[src/rtl/jump_pc_controller_pkg.sv]
// Shared constants for the jump-group PC controller: condition codes, phase FSM
// encodings, PC increment and the strobe-collision helper.
package jump_pc_controller_pkg;

    // Condition select codes index into FLAGS = {V,N,Z,C}
    localparam logic [1:0] CC_SEL_C = 2'd0;
    localparam logic [1:0] CC_SEL_Z = 2'd1;
    localparam logic [1:0] CC_SEL_N = 2'd2;
    localparam logic [1:0] CC_SEL_V = 2'd3;

    localparam logic [1:0] S_IDLE = 2'd0;
    localparam logic [1:0] S_FET  = 2'd1;
    localparam logic [1:0] S_DEC  = 2'd2;
    localparam logic [1:0] S_EXE  = 2'd3;

    localparam int unsigned PC_INC = 32'd2;

    // JUMP_STATS_EN is undefined by default: no jump statistics counters.

    function automatic logic multi_hot(input logic [3:0] v);
        return |(v & (v - 4'd1));
    endfunction

endpackage

[src/rtl/jump_pc_controller_if.sv]
// Decode/PC bus between the jump-group decoder side (master) and the PC
// controller (slave). Statistics counters exist only with JUMP_STATS_EN.
interface jump_pc_controller_if #(parameter int PC_WIDTH = 16);
    logic                FETCH;
    logic                DECODE;
    logic                EXECUTE;
    logic                COMMIT;
    logic                JMPX;
    logic                JRX;
    logic                CC_APPLYX;
    logic                CC_INVERTX;
    logic [1:0]          CC_SELECTX;
    logic [3:0]          FLAGS;
    logic [PC_WIDTH-1:0] JUMP_OPERAND;
    logic [PC_WIDTH-1:0] PC_OUT;
    logic [PC_WIDTH-1:0] LINK_DATA;
    logic                LINK_WEN;
    logic                TAKEN;
    logic                SEQ_ERR;
`ifdef JUMP_STATS_EN
    logic [15:0]         JUMP_TAKEN_CNT;
    logic [15:0]         JUMP_NOTTAKEN_CNT;

    modport master (
        output FETCH, DECODE, EXECUTE, COMMIT, JMPX, JRX, CC_APPLYX, CC_INVERTX,
               CC_SELECTX, FLAGS, JUMP_OPERAND,
        input  PC_OUT, LINK_DATA, LINK_WEN, TAKEN, SEQ_ERR,
               JUMP_TAKEN_CNT, JUMP_NOTTAKEN_CNT
    );
    modport slave (
        input  FETCH, DECODE, EXECUTE, COMMIT, JMPX, JRX, CC_APPLYX, CC_INVERTX,
               CC_SELECTX, FLAGS, JUMP_OPERAND,
        output PC_OUT, LINK_DATA, LINK_WEN, TAKEN, SEQ_ERR,
               JUMP_TAKEN_CNT, JUMP_NOTTAKEN_CNT
    );
`else
    modport master (
        output FETCH, DECODE, EXECUTE, COMMIT, JMPX, JRX, CC_APPLYX, CC_INVERTX,
               CC_SELECTX, FLAGS, JUMP_OPERAND,
        input  PC_OUT, LINK_DATA, LINK_WEN, TAKEN, SEQ_ERR
    );
    modport slave (
        input  FETCH, DECODE, EXECUTE, COMMIT, JMPX, JRX, CC_APPLYX, CC_INVERTX,
               CC_SELECTX, FLAGS, JUMP_OPERAND,
        output PC_OUT, LINK_DATA, LINK_WEN, TAKEN, SEQ_ERR
    );
`endif
endinterface

[src/rtl/jump_pc_controller_cond_eval.sv]
// Combinational jump condition: selects one ALU flag, optionally inverts it, and
// qualifies the result with the jump-group and conditional controls.
module jump_cond_eval
    import jump_pc_controller_pkg::*;
(
    input  logic [3:0] flags,
    input  logic [1:0] cc_select,
    input  logic       cc_invert,
    input  logic       cc_apply,
    input  logic       jmpx,
    output logic       take
);

    logic flag_s;

    // Flag selection
    always_comb begin
        flag_s = 1'b0;
        case (cc_select)
            CC_SEL_C: flag_s = flags[0];
            CC_SEL_Z: flag_s = flags[1];
            CC_SEL_N: flag_s = flags[2];
            CC_SEL_V: flag_s = flags[3];
            default:  flag_s = 1'b0;
        endcase
    end

    assign take = jmpx & (~cc_apply | (flag_s ^ cc_invert));

endmodule

[src/rtl/jump_pc_controller.sv]
// Jump-group PC controller: phase FSM, PC register, link write and sticky
// sequencing error. Optional counters built when JUMP_STATS_EN is defined.
module jump_pc_controller
    import jump_pc_controller_pkg::*;
#(
    parameter int                  PC_WIDTH     = 16,
    parameter logic [PC_WIDTH-1:0] RESET_VECTOR = {PC_WIDTH{1'b0}}
)(
    input  logic                 CLK,
    input  logic                 RESET,
    jump_pc_controller_if.slave  bus
);

    localparam logic [PC_WIDTH-1:0] INC = PC_WIDTH'(PC_INC);

    logic [1:0]          state_r, next_state_s;
    logic [PC_WIDTH-1:0] pc_r, link_data_r, operand_r;
    logic [PC_WIDTH-1:0] seq_s, rel_s, next_pc_s;
    logic                link_wen_r, taken_r, seq_err_r, jrx_r, jmpx_r;
    logic                bad_s, do_exe_s, do_commit_s, take_s;
    logic [3:0]          strobes_s;

    assign strobes_s = {bus.FETCH, bus.DECODE, bus.EXECUTE, bus.COMMIT};

    jump_cond_eval u_cond (
        .flags     (bus.FLAGS),
        .cc_select (bus.CC_SELECTX),
        .cc_invert (bus.CC_INVERTX),
        .cc_apply  (bus.CC_APPLYX),
        .jmpx      (bus.JMPX),
        .take      (take_s)
    );

    // Phase decode: illegal or colliding strobes are flagged and otherwise ignored
    always_comb begin
        next_state_s = state_r;
        bad_s        = 1'b0;
        do_exe_s     = 1'b0;
        do_commit_s  = 1'b0;
        if (multi_hot(strobes_s)) begin
            bad_s = 1'b1;
        end else if (bus.FETCH) begin
            if (state_r == S_IDLE || state_r == S_EXE) next_state_s = S_FET;
            else                                        bad_s = 1'b1;
        end else if (bus.DECODE) begin
            if (state_r == S_FET) next_state_s = S_DEC;
            else                  bad_s = 1'b1;
        end else if (bus.EXECUTE) begin
            if (state_r == S_DEC) begin
                next_state_s = S_EXE;
                do_exe_s     = 1'b1;
            end else begin
                bad_s = 1'b1;
            end
        end else if (bus.COMMIT) begin
            if (state_r == S_EXE) begin
                next_state_s = S_IDLE;
                do_commit_s  = 1'b1;
            end else begin
                bad_s = 1'b1;
            end
        end else begin
            next_state_s = state_r;
        end
    end

    assign seq_s = pc_r + INC;
    assign rel_s = seq_s + (operand_r << 1);

    // Commit target selection from the latched jump state
    always_comb begin
        next_pc_s = seq_s;
        if (!taken_r)   next_pc_s = seq_s;
        else if (jrx_r) next_pc_s = {rel_s[PC_WIDTH-1:1], 1'b0};
        else            next_pc_s = {operand_r[PC_WIDTH-1:1], 1'b0};
    end

    // Phase state and sticky sequencing error
    always_ff @(posedge CLK or negedge RESET) begin
        if (!RESET) begin
            state_r   <= S_IDLE;
            seq_err_r <= 1'b0;
        end else begin
            state_r   <= next_state_s;
            seq_err_r <= seq_err_r | bad_s;
        end
    end

    // EXECUTE-time latch so the decoder may move on before COMMIT
    always_ff @(posedge CLK or negedge RESET) begin
        if (!RESET) begin
            taken_r   <= 1'b0;
            jrx_r     <= 1'b0;
            jmpx_r    <= 1'b0;
            operand_r <= {PC_WIDTH{1'b0}};
        end else if (do_exe_s) begin
            taken_r   <= take_s;
            jrx_r     <= bus.JRX;
            jmpx_r    <= bus.JMPX;
            operand_r <= bus.JUMP_OPERAND;
        end else begin
            taken_r   <= taken_r;
        end
    end

    // PC and link register write, both only at COMMIT
    always_ff @(posedge CLK or negedge RESET) begin
        if (!RESET) begin
            pc_r        <= RESET_VECTOR;
            link_data_r <= {PC_WIDTH{1'b0}};
            link_wen_r  <= 1'b0;
        end else begin
            if (do_commit_s) pc_r <= next_pc_s;
            if (do_commit_s && taken_r && !jrx_r) begin
                link_data_r <= seq_s;
                link_wen_r  <= 1'b1;
            end else begin
                link_wen_r  <= 1'b0;
            end
        end
    end

    assign bus.PC_OUT    = pc_r;
    assign bus.LINK_DATA = link_data_r;
    assign bus.LINK_WEN  = link_wen_r;
    assign bus.TAKEN     = taken_r;
    assign bus.SEQ_ERR   = seq_err_r;

`ifdef JUMP_STATS_EN
    logic [15:0] taken_cnt_r, nottaken_cnt_r;

    // Saturating jump statistics, counted at COMMIT of jump-group instructions
    always_ff @(posedge CLK or negedge RESET) begin
        if (!RESET) begin
            taken_cnt_r    <= 16'h0000;
            nottaken_cnt_r <= 16'h0000;
        end else if (do_commit_s && jmpx_r) begin
            if (taken_r && taken_cnt_r != 16'hFFFF)
                taken_cnt_r <= taken_cnt_r + 16'h0001;
            if (!taken_r && nottaken_cnt_r != 16'hFFFF)
                nottaken_cnt_r <= nottaken_cnt_r + 16'h0001;
        end else begin
            taken_cnt_r <= taken_cnt_r;
        end
    end

    assign bus.JUMP_TAKEN_CNT    = taken_cnt_r;
    assign bus.JUMP_NOTTAKEN_CNT = nottaken_cnt_r;
`else
    logic unused_s;
    assign unused_s = jmpx_r;
`endif

endmodule

[src/flat_wrapper.sv]
// flat-port wrapper written by rule: the top's interface ports become plain ports
module jump_pc_controller_flat import jump_pc_controller_pkg::*;
#(
    parameter int                  PC_WIDTH     = 16,
    parameter logic [PC_WIDTH-1:0] RESET_VECTOR = {PC_WIDTH{1'b0}}
)
  (CLK, RESET, bus_FETCH, bus_DECODE, bus_EXECUTE, bus_COMMIT, bus_JMPX, bus_JRX, bus_CC_APPLYX, bus_CC_INVERTX, bus_CC_SELECTX, bus_FLAGS, bus_JUMP_OPERAND, bus_PC_OUT, bus_LINK_DATA, bus_LINK_WEN, bus_TAKEN, bus_SEQ_ERR);
  jump_pc_controller_if #(.PC_WIDTH(PC_WIDTH)) bus_i ();
  input  logic CLK;
  input  logic RESET;
  input wire logic [$bits(bus_i.FETCH)-1:0] bus_FETCH;
  input wire logic [$bits(bus_i.DECODE)-1:0] bus_DECODE;
  input wire logic [$bits(bus_i.EXECUTE)-1:0] bus_EXECUTE;
  input wire logic [$bits(bus_i.COMMIT)-1:0] bus_COMMIT;
  input wire logic [$bits(bus_i.JMPX)-1:0] bus_JMPX;
  input wire logic [$bits(bus_i.JRX)-1:0] bus_JRX;
  input wire logic [$bits(bus_i.CC_APPLYX)-1:0] bus_CC_APPLYX;
  input wire logic [$bits(bus_i.CC_INVERTX)-1:0] bus_CC_INVERTX;
  input wire logic [$bits(bus_i.CC_SELECTX)-1:0] bus_CC_SELECTX;
  input wire logic [$bits(bus_i.FLAGS)-1:0] bus_FLAGS;
  input wire logic [$bits(bus_i.JUMP_OPERAND)-1:0] bus_JUMP_OPERAND;
  output wire logic [$bits(bus_i.PC_OUT)-1:0] bus_PC_OUT;
  output wire logic [$bits(bus_i.LINK_DATA)-1:0] bus_LINK_DATA;
  output wire logic [$bits(bus_i.LINK_WEN)-1:0] bus_LINK_WEN;
  output wire logic [$bits(bus_i.TAKEN)-1:0] bus_TAKEN;
  output wire logic [$bits(bus_i.SEQ_ERR)-1:0] bus_SEQ_ERR;
  assign bus_i.FETCH = bus_FETCH;
  assign bus_i.DECODE = bus_DECODE;
  assign bus_i.EXECUTE = bus_EXECUTE;
  assign bus_i.COMMIT = bus_COMMIT;
  assign bus_i.JMPX = bus_JMPX;
  assign bus_i.JRX = bus_JRX;
  assign bus_i.CC_APPLYX = bus_CC_APPLYX;
  assign bus_i.CC_INVERTX = bus_CC_INVERTX;
  assign bus_i.CC_SELECTX = bus_CC_SELECTX;
  assign bus_i.FLAGS = bus_FLAGS;
  assign bus_i.JUMP_OPERAND = bus_JUMP_OPERAND;
  assign bus_PC_OUT = bus_i.PC_OUT;
  assign bus_LINK_DATA = bus_i.LINK_DATA;
  assign bus_LINK_WEN = bus_i.LINK_WEN;
  assign bus_TAKEN = bus_i.TAKEN;
  assign bus_SEQ_ERR = bus_i.SEQ_ERR;
  jump_pc_controller #(.PC_WIDTH(PC_WIDTH), .RESET_VECTOR(RESET_VECTOR)) u_core (.CLK(CLK), .RESET(RESET), .bus(bus_i));
endmodule
[config.mk]
export PLATFORM = sky130hd
export DESIGN_NAME = jump_pc_controller_flat
export DESIGN_NICKNAME = d
export VERILOG_FILES = /design/src/rtl/jump_pc_controller_pkg.sv /design/src/rtl/jump_pc_controller_if.sv /design/src/rtl/jump_pc_controller_cond_eval.sv /design/src/rtl/jump_pc_controller.sv /design/src/flat_wrapper.sv
export SDC_FILE = /design/constraint.sdc
export NUM_CORES = 1
export LEC_CHECK = 0
export ABC_AREA = 1
export BUFFER_PORTS_ARGS = -buffer_cell sky130_fd_sc_hd__buf_2
export CORE_UTILIZATION = 45
export CTS_CLUSTER_SIZE = 30
export DETAILED_ROUTE_END_ITERATION = 6
export GPL_TIMING_DRIVEN = 0
export PLACE_DENSITY = 0.75
export SYNTH_ARGS = -nofsm -noshare
export SYNTH_HDL_FRONTEND = slang
export SYNTH_SLANG_ARGS = --single-unit
[constraint.sdc]
create_clock -name CLK -period 3.4 [get_ports CLK]
set_input_delay 0.34 -clock CLK [delete_from_list [all_inputs] [get_ports CLK]]
set_output_delay 0.34 -clock CLK [all_outputs]
set_load 0.02 [all_outputs]
Word-level counts from Yosys, hierarchy flattened --
Cells that the tools add are included.
Storage, ports and cells: bits in registers 54, bits of input ports 32, output and inout bits 35, word-level logic and storage cells 69
Operators by class: add/subtract/negate cells 3, equal/unequal tests 9, multiplexer cells 32, bitwise gates (word level) 7, reductions and logical operators 10
Operators with widths (number):
- 2-to-1 mux 16 bit | 2
- 2-to-1 mux 1 bit | 21
- adder 16 bit | 1
- adder 16 x 2 -> 16 bit, second input constant | 1
- 2-to-1 mux 2 bit | 8
- == test 2 bit, second input constant | 4
- nonzero test 4 bit | 2
- AND reduction 6 bit | 1
- AND 4 bit | 1
- == test 2 x 1 -> 1 bit, second input constant | 2
- logical NOT 2 bit | 2
- != test 4 x 3 -> 1 bit, second input constant | 1
- case mux 1 bit (4 select lines) | 1
- OR reduction 4 bit | 1
- subtractor 4 x 1 -> 4 bit, second input constant | 1
- != test 3 x 2 -> 1 bit, second input constant | 1
- logical AND 1 bit | 2
- != test 2 x 1 -> 1 bit, second input constant | 1
- inverter 1 bit | 2
- bitwise OR 1 bit | 2
- AND 1 bit | 1
- logical NOT 1 bit | 1
- logical OR 1 bit | 1
- bitwise XOR 1 bit | 1

Depth between registers and ports, before layout --
Gate-level depths: netlist of run 1.
depth after elaboration 10, depth in mapped cells 19, gate-level depth less buffers 19

Hierarchy --
Synthesis of run 1 repeated with hierarchy kept, for this count alone.
Unflattened totals: cells, all modules 511, area total of the unflattened synthesis 3693.5 sq um
Modules (own cells, without submodules):
- jump_pc_controller | instances 1, cells an instance 496, area an instance 3627.2 sq um, seq. area each 1301.2 sq um
- jump_cond_eval | instances 1, cells an instance 15, area an instance 66.3 sq um, seq. area each 0.0 sq um

Least setup slack after synthesis of run 1 --
Ideal clock, no wire load.
path kind register to register, start point register u_core.pc_r[1], in the netlist u_core.bus.PC_OUT[1], end point register u_core.pc_r[15], in the netlist u_core.bus.PC_OUT[15], library setup time 0.120 ns, data arrival time 2.511 ns, data required time 3.280 ns, path slack 0.769 ns, cell stages (with the launch flop) 18, buffers on the path 0, period minus slack after synthesis 2.631 ns, cell sequence dfrtp_1 ha_1 nand3_1 nor2_1 nand2_1 nor2_1 xor2_1 ha_1 nand2_1 inv_1 nand2_1 nand2_1 a21oi_1 nand2_1 nand3_1 nand3_1 nand2_1 a21oi_1
Between the ends: word-level cells in the longest chain between the ends 4
Ends and longest elaborated chain:
- from (decl) | RTL line jump_pc_controller.sv:17 | logic [PC_WIDTH-1:0] pc_r, link_data_r, operand_r;
- from (signal assigned) | RTL line jump_pc_controller.sv:113 | if (do_commit_s) pc_r <= next_pc_s;
- adder 16 x 2 -> 16 bit | RTL line jump_pc_controller.sv:67 | assign seq_s = pc_r + INC;
- net u_core.seq_s[13] | RTL line jump_pc_controller.sv:18 | logic [PC_WIDTH-1:0] seq_s, rel_s, next_pc_s;
- adder 16 bit | RTL line jump_pc_controller.sv:68 | assign rel_s = seq_s + (operand_r << 1);
- 2-to-1 mux 16 bit | RTL line jump_pc_controller.sv:74 | else if (jrx_r) next_pc_s = {rel_s[PC_WIDTH-1:1], 1'b0};
- 2-to-1 mux 16 bit | RTL line jump_pc_controller.sv:73 | if (!taken_r) next_pc_s = seq_s;
The timed path passes the listed nets, and every way through them passes these cells. A chain may end at the register's enable or synchronous reset.

Worst setup path after layout of run 1 --
Same ends and word-level chain as after synthesis.

==> flow_summary.json, run 1 <==
{
  "maxCapViolations": 0,
  "fill_cells": 799,
  "drv_slew": 0,
  "ios": 67,
  "synth_async_sr_flop_share": 1.00,
  "track_usage": 0.228,
  "synthTopCellsByArea": "dfrtp_1, nand2_1, ha_1",
  "nets": 629,
  "avgSynthCellArea_um2": 7.04,
  "diodes": 0,
  "place_hpwl_mm": 7.04,
  "cts_setup_buffers": 0,
  "worstSkewPairLatency_ns": 0.31,
  "synth_top_area_cell": "dfrtp_1",
  "finClkSkew_ns": 0.00626,
  "grt_overflow": 0,
  "fin_hold_ws_ns": 0.221,
  "core_area_mm2": 0.00769,
  "worst-endpoint-required_ns": 3.61,
  "crit_path_start_kind": "flip-flop",
  "leakage_nw": 2.24,
  "worstPathCellList": "inv_1 > nor2_1 > nand2_1 > nor2_1 > nand2_1 > nand2_1 > inv_1 > ha_1 > a21oi_1 > nand2_1 > a21oi_1 > nand2_1 > nand3_1 > nand3_1 > nand2_1 > a21oi_1",
  "outcome": "finished, violations left",
  "fin_setup_tns_ns": 0,
  "fp.dieH_um": 90.8,
  "drcViolationCount": 1,
  "r2r-end": "u_core.bus.PC_OUT[15]",
  "die_area_mm2": 0.00824,
  "worstMarginPinSlew_ns": 1.12,
  "antenna_found_initial": 0,
  "setup.worst_path.end": "u_core.bus.PC_OUT[15]",
  "first_pass_iters": 7,
  "grt_pass1_wl_mm": 15.1,
  "initial_core_util": 0.461,
  "worstSetupPathDepth": 16,
  "ant_nets": 0,
  "syn_inst": 504,
  "worstHoldPathType": "primary input to flip-flop",
  "portBuffers": 63,
  "wl_mm": 8.77,
  "ir_drop_v": 0.000282,
  "ys_warn_count": 0,
  "cts_sinks": 52,
  "synth_cell_types": 35,
  "path_delay_family": "simple AND/OR/NAND/NOR gates",
  "wl_per_cell_um": 13.0,
  "cpMaxStageDelayCell": "dfrtp_1",
  "routed-via-count": 3412,
  "r2r_cells": 16,
  "netlist_area_mm2": 0.00355,
  "ys_seq_area_frac": 0.367,
  "worst-path-max-fanout": 5,
  "layout-drive-gt1-share": 0.157,
  "grt_max_degree": 53,
  "cp.arrival_ns": 3.28,
  "power.total_mw": 3.50,
  "startpoint": "u_core.bus.PC_OUT[1]",
  "cts-root-buf": "clkbuf_8",
  "areaGrowthSynthToFinish_pct": 14.9,
  "slew_headroom": 0.251,
  "cts_hold_buf": 0,
  "cts_tree": "built",
  "fp-row-count": 32,
  "critPathKind": "flip-flop to flip-flop",
  "failed_checks": "design-rule violations",
  "die_x_um": 90.8,
  "final-setup-viol-count": 0,
  "critPathBufInv": 2,
  "post-place-ws_ns": 0.377,
  "routabilityCongestion": 0.898,
  "numCtsBuffers": 5,
  "post-route-period-util": 0.904,
  "regToRegStartpoint": "u_core.bus.PC_OUT[1]",
  "rsz0062_at_grt": "no",
  "grt_pass1_vias": 3285,
  "initialDrtViolationCount": 120,
  "ys.flop_type": "dfrtp_1",
  "ys_seq_elements": 52,
  "finalHoldViolations": 0,
  "finalCoreUtilization": 0.530,
  "fmax_ghz": 0.325,
  "cpPeakStageDelay_ns": 0.44,
  "yosysTopAreaCellShare": 0.367,
  "worst_setup_path_end_kind": "flip-flop",
  "h-tree-depth": 2,
  "p_per_area_mw_per_mm2": 858,
  "rrSetupSlack_ns": 0.33,
  "synth_edf_count": 0,
  "crit_path_frequent_cell": "nand2_1",
  "post_cts_resized": 0,
  "clk_pin_slew_worst_paths_ns": 0.09,
  "fin_crit_ns": 3.07,
  "setup_ws_ns": 0.326,
  "clockBufferDepth": 2,
  "viasPerCell": 5.04
}
==> worst min-delay path by stage <==
stage / startpoint / end / slack (ns) / cells after the start
detailed placement: u_core.bus.LINK_DATA[3] / u_core.bus.LINK_DATA[3] / 0.46 / 2
global placement: u_core.bus.LINK_DATA[7] / u_core.bus.LINK_DATA[7] / 0.45 / 2
floorplan: RESET / u_core.bus.LINK_DATA[10] / 0.04 / 0
global route: bus_JUMP_OPERAND[8] / u_core.operand_r[8] / 0.22 / 3
CTS: bus_JUMP_OPERAND[7] / u_core.operand_r[7] / 0.21 / 3
finish: bus_JUMP_OPERAND[10] / u_core.operand_r[10] / 0.22 / 3
==> cell families after synthesis <==
logic type / after synthesis / share of synthesized area
AO/OA/AOI/OAI: 82 / 0.134
AND/OR/NAND/NOR: 259 / 0.299
other: 1 / 0.00106
flip-flops: 52 / 0.367
XOR/XNOR: 14 / 0.0346
buffers and inverters: 74 / 0.0850
adder cells (fa/ha/maj): 22 / 0.0797
==> layer usage <==
layer | part of all wire | wire length (µm) | track usage | vias up
li1 | - | - | - | 1747
met1 | 0.47 | 4120 | 0.304 | 1545
met2 | 0.47 | 4110 | 0.386 | 114
met3 | 0.052 | 456 | 0.0328 | 6
met4 | 0.0097 | 85 | 0.0648 | 0
met5 | 0 | 0 | 0 | -
==> state kept, by name (all words and copies together) (netlist names) <==
register	cells
u_core.bus.LINK_DATA	15
u_core.bus.LINK_WEN	1
u_core.bus.PC_OUT	15
u_core.bus.SEQ_ERR	1
u_core.bus.TAKEN	1
u_core.jrx_r	1
u_core.operand_r	16
u_core.state_r	2
==> metrics by stage <==
stage	cell area [µm²]	instances
floorplan	3550	505
global placement	3990	670
detailed placement	3990	670
CTS	4080	677
global route	4080	677
finish	4080	677
==> layout by cell type, fill, tap and decap left out, drive strengths merged, types with 2 or more instances in the layout <==
cell and count:
or2 2, o21ai 35, nor2 49, nor3 6, nand2 171, xnor2 6
nand3 22, xor2 8, nand4 6, a21oi 30, clkbuf 14, inv 59
conb 2, dfrtp 52, o21bai 4, buf 69, a31oi 6, ha 21
==> synth_stat cells, drive strengths merged (4+ instances only) <==
master and count:
nand3 22, nor3 6, a21oi 30, o21ai 35
buf 6, nand2 171, xor2 8, inv 59
ha 21, nor2 49, o21bai 4, dfrtp 52
clkbuf 9, nand4 6, xnor2 6, a31oi 6
==> worst min-delay path, delay by kind of cell <==
kind                   cells  cell delay (ns)
buffers and inverters      1             0.07
AND/OR/NAND/NOR            2             0.09
==> where the power goes <==
part	internal, mW	total, mW	switching (mW)
sequential	0.820	1.05	0.227
combinational	0.750	2.11	1.36
clock	0.140	0.343	0.203
==> area by class of cell <==
class / instances / area [µm²] / share of cell area
Inverter: 59 / 221 / 0.0543
Multi-Input combinational cell: 379 / 1950 / 0.478
Sequential cell: 52 / 1300 / 0.319
Clock inverter: 2 / 12.5 / 0.00307
Clock buffer: 5 / 68.8 / 0.0169
Timing Repair Buffer: 63 / 315 / 0.0774
Buffer: 15 / 80.1 / 0.0196
Tap cell: 102 / 128 / 0.0313
(Power assumes the default switching activity.)
==> run 2, diff against run 1 <==
--- a/config.mk
+++ b/config.mk
@@ -12,6 +12,7 @@
 export DETAILED_ROUTE_END_ITERATION = 6
 export GPL_TIMING_DRIVEN = 0
 export PLACE_DENSITY = 0.75
+export REMOVE_ABC_BUFFERS = 1
 export SYNTH_ARGS = -nofsm -noshare
 export SYNTH_HDL_FRONTEND = slang
 export SYNTH_SLANG_ARGS = --single-unit
==> flow_summary.json, run 2 (synthesis results as in run 1) <==
{
  "ir_drop_v": 0.000311,
  "post-place-ws_ns": 0.314,
  "antenna_found_initial": 0,
  "worst_setup_path_end_kind": "flip-flop",
  "regMostFlops": "u_core.operand_r",
  "setup_ws_ns": 0.354,
  "die_area_mm2": 0.00824,
  "crit_path_start_kind": "flip-flop",
  "routed-via-count": 3374,
  "most-common-layout-cells": "nand2_1, buf_2, inv_1",
  "outcome": "completed",
  "rsz0062_at_grt": "no",
  "worstHoldPathType": "primary input to flip-flop",
  "clockBufferDepth": 2,
  "leakage_nw": 2.22,
  "h-tree-depth": 2,
  "crit_path_frequent_cell": "nand2_1",
  "initial_core_util": 0.461,
  "grt_overflow": 0,
  "viasPerCell": 5.07,
  "clk_pin_slew_worst_paths_ns": 0.10,
  "ios": 67,
  "nets": 617,
  "fp.dieH_um": 90.8,
  "largest_reg_flops": 16,
  "fp-row-count": 32,
  "cpPeakStageDelay_ns": 0.45,
  "grt_max_degree": 53,
  "wl_per_cell_um": 12.5,
  "cts_tree": "built",
  "worstMarginPinSlew_ns": 1.14,
  "maxCapViolations": 0,
  "layout-drive-gt1-share": 0.161,
  "ant_nets": 0,
  "routabilityCongestion": 0.953,
  "final-setup-viol-count": 0,
  "cp.arrival_ns": 3.27,
  "cts-root-buf": "clkbuf_8",
  "fmax_ghz": 0.328,
  "numCtsBuffers": 5,
  "first_pass_iters": 4,
  "p_per_area_mw_per_mm2": 850,
  "wl_mm": 8.33,
  "cts_sinks": 52,
  "worstPathCellList": "ha_1 > nand3_1 > nor2_2 > nand2_1 > nor2_1 > xor2_1 > ha_1 > nand2_1 > inv_1 > nand2_1 > nand2_1 > a21oi_1 > nand2_1 > inv_1 > nand2_1 > nand3_1 > nand2_1 > a21oi_1",
  "worst-path-max-fanout": 5,
  "diodes": 0,
  "areaGrowthSynthToFinish_pct": 14.0,
  "final_common_cell": "nand2_1",
  "place_hpwl_mm": 6.48,
  "track_usage": 0.209,
  "fin_crit_ns": 3.05,
  "post-route-period-util": 0.896,
  "critPathKind": "flip-flop to flip-flop",
  "fin_setup_tns_ns": 0,
  "cpMaxStageDelayCell": "dfrtp_1",
  "grt_pass1_vias": 3104,
  "grt_pass1_wl_mm": 14.0,
  "portBuffers": 64,
  "drcViolationCount": 0,
  "finalCoreUtilization": 0.526,
  "finalHoldViolations": 0,
  "worst-endpoint-required_ns": 3.63,
  "slew_headroom": 0.241,
  "drv_slew": 0,
  "die_x_um": 90.8,
  "initialDrtViolationCount": 157,
  "core_area_mm2": 0.00769,
  "worstSkewPairLatency_ns": 0.31,
  "finClkSkew_ns": 0.00912
}
==> run 2: cell count changes in the layout (fill, tap and decap cells not counted) <==
| cell | before | now |
|---|---|---|
| nor2_1 | 49 | 47 |
| clkinv_2 | 1 | 0 |
| clkbuf_1 | 9 | 1 |
| clkbuf_8 | 5 | 6 |
| nor3_2 | 0 | 1 |
| buf_1 | 1 | 0 |
| nor3_1 | 5 | 4 |
| nor2_2 | 0 | 2 |
| buf_4 | 2 | 0 |
==> run 2: routing by layer <==
metal	routed length (µm)	vias up	global-route usage	part of all wire
met5	0	-	0	0
met4	165	0	0.0714	0.020
met3	361	13	0.0227	0.043
met2	3840	99	0.342	0.46
met1	3970	1526	0.289	0.48
li1	-	1736	-	-
==> run 2: path summary, 6_finish.rpt <==
path	to	slack, ns	cells after the start	from
max	u_core.bus.PC_OUT[15]	0.35	18	u_core.bus.PC_OUT[1]
min	u_core.operand_r[7]	0.23	3	bus_JUMP_OPERAND[7]
max reg2reg	u_core.bus.PC_OUT[15]	0.35	18	u_core.bus.PC_OUT[1]
min reg2reg	u_core.bus.LINK_DATA[3]	0.47	2	u_core.bus.LINK_DATA[3]
max in group asynchronous	u_core.bus.PC_OUT[7]	2.45	1	RESET
min in group asynchronous	u_core.bus.PC_OUT[14]	0.26	1	RESET
==> run 2: through the flow <==
stage	instance area (µm²)	cells	total power, mW	hold slack, ns
after floorplan	3470	490	2.53	0.0444
after global placement	3920	656	3.00	0.449
after detailed placement	3940	657	3.06	0.455
after CTS	4030	665	3.43	0.225
after global routing	4050	666	3.80	0.230
final	4050	666	3.44	0.229
==> run 2: timing repair <==
action                     in CTS  in global routing
hold endpoints to repair        0                  0
setup buffers                   0                  0
setup endpoints to repair       0                  2
gates resized for setup         0                  2
hold buffers                    0                  0
==> run 2: layout make-up <==
type | count | area, µm²
repair buffers | 66 | 343
clock buffers | 7 | 86.3
flip-flops and latches | 52 | 1300
well taps | 102 | 128
fillers | 806 | 3640
clock inverters | 1 | 7.51
inverters | 59 | 221
multi-input cells | 379 | 1960
==> run 2: power by group <==
part | internal (mW) | leakage [nW] | switching, mW
logic | 0.737 | 1.51 | 1.27
clock network | 0.166 | 0.0445 | 0.197
registers | 0.819 | 0.662 | 0.250
==> run 2: critical path, delay by kind of cell (launching register included) <==
kind                       cells  cell delay (ns)
AOI/OAI and AO/OA              2             0.29
xor gates and xnor gates       1             0.41
adders and majority gates      2             0.57
buffers and inverters          2             0.10
DFF                            1             0.45
and+or+nand+nor               11             1.16
